File: src/rtl/lfc_sequencer.sv
//==============================================================================
// Module   : lfc_sequencer
// Purpose  : Owns the 2-bit lab-counter register and sequences its Inc input
//            from a synchronized single-step pushbutton or a timed auto-run
//            divider. Optional build macro LFC_STOP_AT_MAX_EN makes auto-run
//            stop (and stay blocked until run drops) when the count hits 11.
// Revision : 1.0 - initial release
//==============================================================================
`default_nettype none

module lfc_sequencer #(
  parameter int TICK_DIV = 4,
  parameter int DIV_W    = 24
) (
  input  logic       clk,
  input  logic       rst_n,
  input  logic       step,
  input  logic       run,
  input  logic       hold,
  output logic [1:0] q,
  output logic       inc_pulse,
  output logic       wrap,
  output logic [1:0] state
);

  typedef enum logic [1:0] {
    ST_IDLE  = 2'b00,
    ST_RUN   = 2'b01,
    ST_PAUSE = 2'b10
  } state_t;

  localparam logic [DIV_W-1:0] c_TICK_LAST = DIV_W'(TICK_DIV - 1);
  localparam logic [DIV_W-1:0] c_DIV_ONE   = DIV_W'(1);

  logic             r_s1;
  logic             r_s2;
  logic             r_s3;
  logic             w_step_edge;
  state_t           r_state;
  state_t           w_state_nxt;
  logic [DIV_W-1:0] r_div;
  logic [DIV_W-1:0] w_div_nxt;
  logic [DIV_W-1:0] w_div_adv;
  logic [1:0]       r_q;
  logic [1:0]       w_q_nxt;
  logic             w_inc;
  logic             w_run_ok;
  logic             w_hit_max;

  // Two-flop synchronizer for the raw button plus an edge-detect flop.
  always_ff @(posedge clk) begin
    if (!rst_n) begin
      r_s1 <= 1'b0;
      r_s2 <= 1'b0;
      r_s3 <= 1'b0;
    end else begin
      r_s1 <= step;
      r_s2 <= r_s1;
      r_s3 <= r_s2;
    end
  end

  assign w_step_edge = r_s2 & ~r_s3;

  // Divider advance with wrap at the last tick of the period.
  assign w_div_adv = (r_div == c_TICK_LAST) ? '0 : (r_div + c_DIV_ONE);

`ifdef LFC_STOP_AT_MAX_EN
  logic r_arm_block;

  // Blocks auto-run restart after a stop-at-max until run is released.
  always_ff @(posedge clk) begin
    if (!rst_n) begin
      r_arm_block <= 1'b0;
    end else if (w_hit_max) begin
      r_arm_block <= 1'b1;
    end else if (!run) begin
      r_arm_block <= 1'b0;
    end
  end

  assign w_run_ok  = run & ~r_arm_block;
  assign w_hit_max = (r_state == ST_RUN) & w_inc & (r_q == 2'b10);
`else
  assign w_run_ok  = run;
  assign w_hit_max = 1'b0;
`endif

  // FSM state, divider and count registers.
  always_ff @(posedge clk) begin
    if (!rst_n) begin
      r_state <= ST_IDLE;
      r_div   <= '0;
      r_q     <= 2'b00;
    end else begin
      r_state <= w_state_nxt;
      r_div   <= w_div_nxt;
      r_q     <= w_q_nxt;
    end
  end

  // Next-state, divider update and increment-source selection.
  always_comb begin
    w_state_nxt = r_state;
    w_div_nxt   = r_div;
    w_inc       = 1'b0;
    case (r_state)
      ST_IDLE: begin
        // Manual steps are only honoured here; the divider sits at zero.
        w_inc     = w_step_edge & ~hold;
        w_div_nxt = '0;
        if (w_run_ok) begin
          w_state_nxt = ST_RUN;
        end
      end
      ST_RUN: begin
        w_inc = (r_div == c_TICK_LAST) & ~hold & run;
        if (!run) begin
          w_state_nxt = ST_IDLE;
          w_div_nxt   = '0;
        end else if (hold) begin
          // Divider keeps its phase so resume continues the same period.
          w_state_nxt = ST_PAUSE;
        end else if (w_hit_max) begin
          w_state_nxt = ST_IDLE;
          w_div_nxt   = '0;
        end else begin
          w_div_nxt = w_div_adv;
        end
      end
      ST_PAUSE: begin
        if (!run) begin
          w_state_nxt = ST_IDLE;
          w_div_nxt   = '0;
        end else if (!hold) begin
          w_state_nxt = ST_RUN;
        end
      end
      default: begin
        w_state_nxt = ST_IDLE;
        w_div_nxt   = '0;
      end
    endcase
  end

  // Team increment next-state logic: hold on Inc=0, +1 mod 4 on Inc=1.
  always_comb begin
    w_q_nxt = r_q;
    if (w_inc) begin
      w_q_nxt = r_q + 2'b01;
    end
  end

  assign q         = r_q;
  assign inc_pulse = w_inc;
  assign wrap      = w_inc & (r_q == 2'b11);
  assign state     = r_state;

endmodule

`default_nettype wire
File: config.mk
export PLATFORM = sky130hd
export DESIGN_NAME = lfc_sequencer
export DESIGN_NICKNAME = d
export VERILOG_FILES = /design/src/rtl/lfc_sequencer.sv
export SDC_FILE = /design/constraint.sdc
export NUM_CORES = 1
export LEC_CHECK = 0
export ABC_AREA = 1
export BUFFER_PORTS_ARGS = -buffer_cell sky130_fd_sc_hd__buf_2
export CAP_MARGIN = 20
export CORE_UTILIZATION = 55
export DETAILED_ROUTE_END_ITERATION = 8
export PLACE_DENSITY = 0.81
export SLEW_MARGIN = 0
export SYNTH_ARGS = -nofsm -noshare
export SYNTH_HDL_FRONTEND = slang
export SYNTH_SLANG_ARGS = --single-unit
File: constraint.sdc
create_clock -name clk -period 3.15 [get_ports clk]
set_input_delay 0.63 -clock clk [delete_from_list [all_inputs] [get_ports clk]]
set_output_delay 0.63 -clock clk [all_outputs]
set_load 0.01 [all_outputs]
==> metrics <==
status finished, final reports clean; Tot GR Track Use 0.2251; Setup Fix Bufs, Post-CTS 0; Final period util 0.7598; Worst Setup End Kind primary output; area of the core 2877 um^2; WHS Path Cells 2; Final Wtd Congestion between 0.8 and 0.9; Skew-Pair Late Insertion Delay 330 ps; port bufs 10; routed vias 1549; GR Overflow Total 0; Hold WC Path Type reg -> reg; die height 58.09 um; Clk Tree Root Cell clkbuf_4; fin. max-slew vios 0; nets@finish roughly 270; unrepaired setup endpoints after global routing no; initial antenna violation count 0; RR Startpoint r_div[0]; top-count cell post-synth nand2_1; switching power 156.8 uW; Synth-to-Final Area Change 8.532%; total number of yosys warnings 0; P_int 508.8 uW; adder-cell share of the synthesized area 0.01446; Post-synth EDFFs 0; endpoints failing setup 0; Post-Route WL 3251 um; starting density of the core 0.6016; sequential share of the synthesized area 0.3586; routed len/inst about 11 um; critical path class reg -> out; R2R depth 6; Post-Synth XOR/XNOR Area 0.03543; clk sinks 31; commonest cells in the netlist 60 x nand2_1, 45 x nor2_1, 31 x dfxtp_1; Post-CTS Resized 0; Worst setup SP type flop; Initial DRC Count 84; Data arrival, critical path ~1800 ps; flops & latches, synth 31; hold slack approximately 420 ps; reg-to-reg slack, setup 1410 ps; share of the synthesized area in the top cell type 0.3586; Worst Tran Pin Value 580.7 ps; Final Hold Violating Endpoints 0; layout filler cell count 265; fraction of power spent switching nets 0.2356; Yosys cell types 31; critical path data required time 2520 ps; worst vdd ir between 0.2 and 0.3 mV; fin crit period 2393 ps; I/O Pins 11; remaining routing DRC violations 0; Mapped Avg Cell Area roughly 7.0 um^2; setup_tns 0 ps; CTS tree built; Synth Area in Simple Gates 0.4664; Max FO, Critical Path 5; post-synthesis mux area share 0; vias in the first global route 1351; Slew HR 0.6114; detailed placement HPWL 2506 um; max-cap viol count 0; main combinational cell family by area after synthesis simple AND/OR/NAND/NOR gates; clock skew between 10 and 15 ps; DRT Pass-1 Iters 4; Gate Count Post-Synth 246; chip width 58.09 um; leakage power 0.0007221 uW; area leader, netlist dfxtp_1; largest net degree at the start of global routing 20; # hold bufs at CTS 0; PwrDens 354.4 nW/um^2; Num CTS Buffers 5; RR Endpoint r_div[0]; Synth Area in Compound Gates 0.06001; H-Tree Depth 2; Max Clk Rate approximately 420 MHz; largest cells by area after synthesis dfxtp_1 36%, nand2_1 13%, nor2_1 9.8%, inv_1 5.4%, nand3_1 4.9%; Reg clk slew, reported paths approximately 90 ps; num rows 19; Async SR Flop Fraction 0; share of layout cells above drive strength 1 0.1756; sink of the worst hold path r_s2; Mapped Nets around 250; Flop pwr share 0.599; Antenna diodes 0; ys flop type dfxtp_1; hold_sp r_s1; Detail Route Antenna Nets 0; netlist area before placement 1730 um^2; CTS max path bufs 2; Via-to-Cell Ratio just over 5; Logic pwr share 0.046; full die area roughly 3400 um^2; Clock Power Share 0.355; first-pass GRT wire length 5699 um
## worst max path at each step
stage | startpoint | end | slack [ps] | depth (start not counted)
finish | r_div[0] | wrap | 760 | 8
global route | state[1] | wrap | 570 | 8
CTS | r_div[0] | wrap | 740 | 8
detailed placement | run | wrap | 890 | 8
global placement | run | wrap | 950 | 8
floorplan | run | wrap | 1180 | 6
## registers in the layout (all words and copies together) (netlist names)
name	count
q	2
state	2
r_s2	1
r_s3	1
r_s1	1
r_div	24
## layout by cell type (no fill, tap or decap), types with 3 or more instances in the layout
| cell type | Yosys | final |
|---|---|---|
| nand2_1 | 60 | 60 |
| nor2_1 | 45 | 45 |
| dfxtp_1 | 31 | 31 |
| inv_1 | 25 | 25 |
| nand3_1 | 17 | 17 |
| buf_2 | 0 | 10 |
| a21oi_1 | 7 | 7 |
| nor2_2 | 6 | 6 |
| nand4_1 | 5 | 5 |
| nor2_4 | 5 | 5 |
| nor3_1 | 5 | 5 |
| clkbuf_4 | 0 | 5 |
| nand2_2 | 4 | 4 |
| xnor2_1 | 4 | 4 |
| nand3_2 | 3 | 3 |
| xor2_1 | 3 | 3 |
| nor4_1 | 3 | 3 |
| o21ai_0 | 3 | 3 |
## power groups by stage
| stage | combinational (uW) | sequential, uW | clock [uW] |
|---|---|---|---|
| floorplan | 20.0 | 408 | 0 |
| global placement | 30.3 | 408 | 0 |
| detailed placement | 30.8 | 408 | 0 |
| CTS | 30.8 | 399 | 245 |
| global route | 34.8 | 399 | 260 |
| finish | 30.5 | 399 | 236 |
## critical path: stages, from the launching register on
cell	delay (ps)
dfxtp_1	400
ha_1	210
nand2_1	70
nor2_1	170
nand4_1	120
nand2_1	150
nand2_1	90
nor2_1	90
buf_2	130
## final cells by class
type / count / area [um^2] / area share
Inverter: 27 / 101.3 / 0.05396
Sequential cell: 31 / 620.6 / 0.3304
Timing Repair Buffer: 10 / 50.05 / 0.02665
Multi-Input combinational cell: 187 / 997.2 / 0.5310
Tap cell: 42 / 52.55 / 0.02798
Clock inverter: 1 / 5.005 / 0.002665
Clock buffer: 6 / 51.30 / 0.02732
## layer usage
| layer | vias to the layer above | wire length, um | track usage | share of wire |
|---|---|---|---|---|
| met5 | - | 0 | 0 | 0 |
| met4 | 0 | 70 | 0.1224 | 0.022 |
| met3 | 7 | 192 | 0.04688 | 0.059 |
| met2 | 39 | 1435 | 0.3547 | 0.44 |
| met1 | 685 | 1552 | 0.2877 | 0.48 |
| li1 | 818 | - | - | - |
## metrics by stage
stage	util	area (um^2)	power [uW]	instances	setup WS (ps)
global placement	0.6333	1822	437.8	297	948.6
CTS	0.6529	1878	674.0	304	743.5
floorplan	-	1730	428.1	246	1182
finish	0.6529	1878	665.6	304	756.6
global route	0.6529	1878	694.0	304	570.5
detailed placement	0.6333	1822	438.5	297	893.8
## kinds of logic (layout without fill, tap and decap cells)
| kind of cell | count (synthesis) | in the layout |
|---|---|---|
| buffers and inverters | 28 | 44 |
| and+or+nand+nor | 162 | 162 |
| AOI/OAI and AO/OA | 16 | 16 |
| xor gates and xnor gates | 7 | 7 |
| DFF | 31 | 31 |
| adders and majority gates | 2 | 2 |
Note: power is estimated with default switching activity, not from simulation.
